File: src/rtl/reg_file_pkg.sv
// Shared definitions for the swap-capable register file.
// Provides default data/address widths (shared with the decoder) and the
// swap sequencer state type.
package reg_file_pkg;

   localparam int unsigned DEF_DW = 8;
   localparam int unsigned DEF_AW = 2;

   typedef enum logic [1:0] {
      IDLE  = 2'd0,
      SWAP1 = 2'd1,
      SWAP2 = 2'd2
   } swap_state_t;

endpackage : reg_file_pkg

File: src/rtl/reg_file_swap.sv
// Parametrised register file with optional write-through bypass and a
// serialised two-cycle SWAP of two registers through a holding register.
// Ports:
//   clk, reset          : clock, synchronous active-high reset
//   dat_in/wr_en/wr_addr: write port (accepted only in IDLE without swap_req)
//   rd_addrA/rd_addrB   : combinational read addresses, also swap operands
//   swap_req            : request swap of core[rd_addrA] and core[rd_addrB]
//   datA_out/datB_out   : combinational read data (bypass when BYPASS=1)
//   dat0_out            : core[0], never bypassed (accumulator path)
//   busy                : high while the swap sequence runs
//   swap_done           : one-cycle pulse on the first IDLE cycle after a swap
module reg_file_swap
   import reg_file_pkg::*;
#(
   parameter int unsigned DW     = DEF_DW,
   parameter int unsigned AW     = DEF_AW,
   parameter bit          BYPASS = 1'b1
) (
   input  logic          clk,
   input  logic          reset,
   input  logic [DW-1:0] dat_in,
   input  logic          wr_en,
   input  logic [AW-1:0] wr_addr,
   input  logic [AW-1:0] rd_addrA,
   input  logic [AW-1:0] rd_addrB,
   input  logic          swap_req,
   output logic [DW-1:0] datA_out,
   output logic [DW-1:0] datB_out,
   output logic [DW-1:0] dat0_out,
   output logic          busy,
   output logic          swap_done
);

   localparam int unsigned NREGS = 2 ** AW;

   logic [DW-1:0] core_q [NREGS];
   logic [DW-1:0] core_d [NREGS];
   swap_state_t   state_q, state_d;
   logic [AW-1:0] sa_q, sa_d;
   logic [AW-1:0] sb_q, sb_d;
   logic [DW-1:0] hold_q, hold_d;
   logic          busy_q, busy_d;
   logic          done_q, done_d;
   logic          wr_hit;

   // Next-state: storage updates and swap sequencing
   always_comb begin
      core_d  = core_q;
      state_d = state_q;
      sa_d    = sa_q;
      sb_d    = sb_q;
      hold_d  = hold_q;
      busy_d  = 1'b0;
      done_d  = 1'b0;
      unique case (state_q)
         IDLE: begin
            // A swap request wins over a same-cycle write
            if (swap_req) begin
               sa_d    = rd_addrA;
               sb_d    = rd_addrB;
               hold_d  = core_q[rd_addrA];
               state_d = SWAP1;
               busy_d  = 1'b1;
            end else if (wr_en) begin
               core_d[wr_addr] = dat_in;
            end
         end
         SWAP1: begin
            core_d[sa_q] = core_q[sb_q];
            state_d      = SWAP2;
            busy_d       = 1'b1;
         end
         SWAP2: begin
            core_d[sb_q] = hold_q;
            state_d      = IDLE;
            done_d       = 1'b1;
         end
         default: begin
            state_d = IDLE;
         end
      endcase
   end

   // State registers; reset clears everything and aborts a running swap
   always_ff @(posedge clk) begin
      if (reset) begin
         for (int i = 0; i < int'(NREGS); i++) begin
            core_q[i] <= '0;
         end
         state_q <= IDLE;
         sa_q    <= '0;
         sb_q    <= '0;
         hold_q  <= '0;
         busy_q  <= 1'b0;
         done_q  <= 1'b0;
      end else begin
         core_q  <= core_d;
         state_q <= state_d;
         sa_q    <= sa_d;
         sb_q    <= sb_d;
         hold_q  <= hold_d;
         busy_q  <= busy_d;
         done_q  <= done_d;
      end
   end

   // Write-through only for a write that will actually be accepted
   assign wr_hit = BYPASS && (state_q == IDLE) && wr_en && !swap_req;

   assign datA_out  = (wr_hit && (wr_addr == rd_addrA)) ? dat_in : core_q[rd_addrA];
   assign datB_out  = (wr_hit && (wr_addr == rd_addrB)) ? dat_in : core_q[rd_addrB];
   assign dat0_out  = core_q[0];
   assign busy      = busy_q;
   assign swap_done = done_q;

endmodule : reg_file_swap

File: config.mk
export PLATFORM = sky130hd
export DESIGN_NAME = reg_file_swap
export DESIGN_NICKNAME = d
export VERILOG_FILES = /design/src/rtl/reg_file_pkg.sv /design/src/rtl/reg_file_swap.sv
export SDC_FILE = /design/constraint.sdc
export NUM_CORES = 1
export LEC_CHECK = 0
export ABC_CLOCK_PERIOD_IN_PS = 2100
export CORE_UTILIZATION = 25
export CTS_BUF_LIST = sky130_fd_sc_hd__clkbuf_16
export DETAILED_ROUTE_END_ITERATION = 7
export GPL_ROUTABILITY_DRIVEN = 1
export PLACE_DENSITY = 0.47
export SKIP_CTS_REPAIR_TIMING = 1
export SYNTH_ARGS = -nofsm -noshare
export SYNTH_HDL_FRONTEND = slang
export SYNTH_SLANG_ARGS = --single-unit
File: constraint.sdc
create_clock -name clk -period 2.1 [get_ports clk]
set_input_delay 0.21 -clock clk [delete_from_list [all_inputs] [get_ports clk]]
set_output_delay 0.21 -clock clk [all_outputs]
set_load 0.1 [all_outputs]
==> results_dict.tcl, run 1 <==
set metrics [dict create \
    fp.dieH_um 125 \
    grt_pass1_vias 3675 \
    hold_path_class "input pin to flip-flop" \
    grt_max_degree 57 \
    ys_ff_latch 48 \
    fin_crit_sh 0.975 \
    crit_chain "inv_2 -> ha_4 -> nand2_4 -> nor3_4 -> buf_6 -> mux2_4 -> buf_12" \
    htree_num_levels 2 \
    synthesis.nets 454 \
    drc 0 \
    grt_pass1_wl_um 21300 \
    avgSynthCellArea_um2 8.80 \
    clockRootBuffer "clkbuf_16" \
    initial_utilization 0.259 \
    die_w_um 125 \
    timing.fmax_mhz 488 \
    fin_crit_ns 2.05 \
    gp_congestion 0.880 \
    cp_max_fo 6 \
    crit_buf_inv 3 \
    yosys_warnings 0 \
    dieArea_um2 15700 \
    rrSetupSlack_ns 0.14 \
    drive_gt1_frac 0.307 \
    clkLatencyLatePin_ns 0.29 \
    fin_util 0.362 \
    firstDrtPassIters 7 \
    end_kind "output port" \
    ys_async_sr_fraction 0 \
    coreArea_um2 14600 \
    critical_path_class "flip-flop to output port" \
    start_kind "flip-flop" \
    synth.distinct_cells 44 \
    cp.arrival_ns 1.84 \
    antenna_found_initial 0 \
    diodes 0 \
    viasPerCell 5.64 \
    grt_usage 0.177 \
    ir_worst_vdd_mv 0.393 \
    final_common_cell "buf_4" \
    clock_sinks 48 \
    syn_inst 431 \
    first_iter_violations 235 \
    via_count 3850 \
    required_ns 1.89 \
    placed_cells 664 \
    status "finished, final reports clean" \
    ant_nets 0 \
    port_buffers 43 \
    nets 521 \
    fin_skew_ns 0.00614 \
    wirelength_um 14300 \
    stdcell_count 683 \
    cts_buffers 5 \
    overflow 0 \
    cts_tree "done" \
    ys_seq_area_frac 0.253 \
    hpwl_um 9500 \
    area_growth_syn_to_layout_pct 39.7 \
    power_density_nw_per_um2 998 \
    clock_path_buffers 2 \
    syn_area_um2 3790 \
    fin_setup_tns_ns 0 \
    yosys_most_used_dff "dfxtp_1" \
    leakage_nw 2.00 \
    worst_path_max_delay_cell "dfxtp_1" \
    hold_viol_final 0 \
    slew_headroom 0.626 \
    slew_violations 0 \
    max_stage_delay_ns 0.34 \
    wl_per_cell_um 20.9 \
    cap_violations 0 \
    io_pins 44 \
    setup_viol 0 \
    clkTransAtPathRegs_ns 0.07 \
    cp_top_family "buffers and inverters" \
    synth_edf_count 0 \
    mostFrequentLayoutCells "52 x buf_4, 47 x nand2b_1, 47 x dfxtp_1, 45 x a21oi_1, 32 x nand2_1" \
    worst_slew_pin_slew_ns 0.560 \
    rows 44 \
]
## Yosys cell counts, drive strengths merged, types with 5 or more instances
cell	instances	area [um2]
a211oi	8	60.1
a21oi	45	225
a221oi	16	140
a22oi	6	45.0
a311o	6	60.1
buf	21	136
clkbuf	21	80.1
dfxtp	48	961
ha	5	62.6
inv	8	30.0
mux2	23	259
mux2i	12	120
mux4	16	360
nand2	33	124
nand2b	47	294
nor2	6	22.5
nor2b	11	68.8
o21ai	31	159
o22ai	6	37.5
o32ai	26	228
or2	8	50.1
## area by class of cell
type | instances | area (um2)
fillers | 1500 | 9350
multi-input cells | 333 | 2690
repair buffers | 102 | 1180
flip-flops and latches | 48 | 962
well taps | 184 | 230
clock buffers | 5 | 125
clock inverters | 3 | 90.1
inverters | 8 | 30.0
## final timing paths
| path | start | end | cells past startpoint |
|---|---|---|---|
| hold / removal | rd_addrB[0] | sb_q[0] | 4 |
| setup reg to reg | state_q[1] | flip-flop | 6 |
| setup / recovery | state_q[1] | datB_out[6] | 7 |
| hold reg to reg | flip-flop | flip-flop | 2 |
## logic make-up after synthesis
kind of cell / share of synthesized area
buffers and inverters: 0.0650
DFF: 0.253
and+or+nand+nor: 0.197
muxes: 0.195
xor gates and xnor gates: 0.00924
AOI/OAI and AO/OA: 0.264
adders and majority gates: 0.0165
## report_power, final
group / internal [W] / leakage [nW] / total (W) / switching [W]
Combinational: 0.00111 / 1.51 / 0.00288 / 0.00177
Sequential: 0.00106 / 0.392 / 0.00123 / 0.000169
Clock: 0.000804 / 0.104 / 0.00118 / 0.000379
Total: 0.00298 / 2.00 / 0.00529 / 0.00231
## per-layer routing
layer  vias up  wire length [um]  global-route usage
met5         -                 0                   0
met4         0               331              0.0803
met3        24               805              0.0257
met2       138              6470               0.269
met1      1914              6690               0.246
li1       1774                 -                   -
## worst reg2reg max path, stage by stage (launching register included)
cell and delay (ns):
dfxtp_1 0.34, inv_2 0.11, ha_1 0.30, or4b_4 0.59, a2bb2oi_1 0.17, a311o_1 0.33, o21ai_2 0.06
## through the flow
| step | cell area (um2) | total power [W] | hold WS, ns | worst slack, ns |
|---|---|---|---|---|
| after floorplan | 3790 | 0.00305 | 0.447 | 0.0712 |
| after global placement | 4830 | 0.00398 | 0.484 | -0.141 |
| after detailed placement | 4830 | 0.00401 | 0.493 | -0.127 |
| after CTS | 5050 | 0.00520 | 0.503 | -0.198 |
| after global routing | 5300 | 0.00551 | 0.393 | -0.00936 |
| final | 5300 | 0.00529 | 0.369 | 0.0527 |
Power figures use the tool's default switching activity.
==> run 2: changes to the inputs <==
--- a/config.mk
+++ b/config.mk
@@ -6,11 +6,12 @@
 export NUM_CORES = 1
 export LEC_CHECK = 0
 export ABC_CLOCK_PERIOD_IN_PS = 2100
-export CORE_UTILIZATION = 25
+export CORE_UTILIZATION = 30
 export CTS_BUF_LIST = sky130_fd_sc_hd__clkbuf_16
+export CTS_CLUSTER_SIZE = 24
 export DETAILED_ROUTE_END_ITERATION = 7
 export GPL_ROUTABILITY_DRIVEN = 1
-export PLACE_DENSITY = 0.47
+export PLACE_DENSITY = 0.53
 export SKIP_CTS_REPAIR_TIMING = 1
 export SYNTH_ARGS = -nofsm -noshare
 export SYNTH_HDL_FRONTEND = slang
==> results_dict.tcl, run 2 (synthesis gave the netlist of run 1 again) <==
set metrics [dict create \
    status "finished, final reports clean" \
    seq_area_um2 962 \
    placed_area_um2 4800 \
    power_density_nw_per_um2 1000 \
    initial_utilization 0.312 \
    port_buffers 43 \
    setup_viol 0 \
    grt_pass1_vias 3668 \
    diodes 0 \
    postLayoutCellArea_um2 5160 \
    p_switching_w 0.00231 \
    n_fill_cell 1209 \
    rows 40 \
    clockRootBuffer "clkbuf_16" \
    drc 0 \
    start_kind "input pin" \
    dp_slack_ns -0.179 \
    slew_violations 0 \
    gp_congestion 0.857 \
    startpoint "wr_addr[1]" \
    hold_start "rd_addrB[1]" \
    crit_chain "clkdlybuf4s50_1 -> xor2_1 -> nor3_4 -> buf_6 -> mux2_4 -> buf_12" \
    overflow 0 \
    mostFrequentLayoutCells "47 x nand2b_1, 47 x dfxtp_1, 46 x buf_4, 45 x a21oi_1, 32 x nand2_1" \
    clkLatencyLatePin_ns 0.29 \
    firstDrtPassIters 5 \
    drive_gt1_frac 0.290 \
    htree_num_levels 2 \
    clock_sinks 48 \
    area_growth_syn_to_layout_pct 36.0 \
    clock_path_buffers 2 \
    critical_path_class "input pin to output port" \
    p_int_w 0.00285 \
    die_w_um 114 \
    grt_max_degree 57 \
    clkTransAtPathRegs_ns 0.07 \
    ir_worst_vdd_mv 0.475 \
    slew_headroom 0.651 \
    stdcell_count 657 \
    io_pins 44 \
    antenna_found_initial 0 \
    cp_max_fo 5 \
    wl_per_cell_um 20.7 \
    layout_setup_ws_ns 0.0332 \
    cap_violations 0 \
    timing.fmax_mhz 484 \
    reg2reg_from "state_q[1]" \
    report.power.total_w 0.00516 \
    first_iter_violations 291 \
    rrSetupSlack_ns 0.14 \
    cp.arrival_ns 1.86 \
    cts_buffers 5 \
    hpwl_um 9550 \
    multiInputGateArea_um2 2680 \
    hold-worst-slack_ns 0.326 \
    reg2reg_depth 6 \
    crit_end "datA_out[3]" \
    power_frac_comb 0.555 \
    cts_tree "done" \
    grt_pass1_wl_um 20800 \
    via_count 3858 \
    grt_usage 0.211 \
    ant_nets 0 \
    dieArea_um2 13100 \
    switching_share 0.447 \
    end_kind "output port" \
    worst_path_max_delay_cell "clkdlybuf4s50_1" \
    nets 511 \
    wirelength_um 13600 \
    leakage_nw 1.92 \
    fin_skew_ns 0.00883 \
    coreArea_um2 12200 \
    required_ns 1.89 \
    fin_crit_sh 0.984 \
    rsz0062_at_grt "no" \
    fin_crit_ns 2.07 \
    power_frac_clock 0.207 \
    placed_cells 646 \
    worst_slew_pin_slew_ns 0.523 \
    fp.dieH_um 114 \
    hold_viol_final 0 \
    hold_path_class "input pin to flip-flop" \
    viasPerCell 5.87 \
    p_seq_frac 0.238 \
    max_stage_delay_ns 0.50 \
]
[run 2: stage by stage]
stage	utilization	TNS [ns]
2_1_floorplan	-	0
3_3_place_gp	0.394	-1.78
3_5_place_dp	0.394	-1.69
4_1_cts	0.410	-2.23
5_1_grt	0.424	0
6_report	0.424	0
[run 2: layout make-up]
type	instances	share of cell area
Clock buffer	5	0.0243
Tap cell	168	0.0408
Sequential cell	48	0.187
Inverter	8	0.00582
Timing Repair Buffer	92	0.210
Clock inverter	3	0.0133
Multi-Input combinational cell	333	0.520
[run 2: routing by layer]
metal  vias up  track usage  wire (um)
met4         0       0.0589        211
li1       1761            -          -
met3        19       0.0302        959
met5         -            0          0
met2       183        0.347       6340
met1      1895        0.288       6060
[run 2: how the worst min path moves through the flow]
stage / endpoint / slack, ns / cells after the start
final: sb_q[1] / 0.33 / 3
after global routing: sb_q[1] / 0.34 / 3
after CTS: flip-flop / 0.49 / 2
after detailed placement: flip-flop / 0.48 / 2
after global placement: flip-flop / 0.48 / 2
after floorplan: hold_q[0] / 0.45 / 3
[run 2: critical path, delay by kind of cell]
family / cells / cell delay (ns)
buffers and inverters: 3 / 0.85
muxes: 1 / 0.32
and+or+nand+nor: 1 / 0.25
xor gates and xnor gates: 1 / 0.21
[run 2: power by group through the flow]
| stage | clock network (W) | registers [W] | logic, W |
|---|---|---|---|
| global placement | 0 | 0.00123 | 0.00272 |
| floorplan | 0 | 0.00121 | 0.00184 |
| global route | 0.00113 | 0.00125 | 0.00300 |
| CTS | 0.00109 | 0.00122 | 0.00276 |
| detailed placement | 0 | 0.00124 | 0.00275 |
| finish | 0.00107 | 0.00123 | 0.00287 |
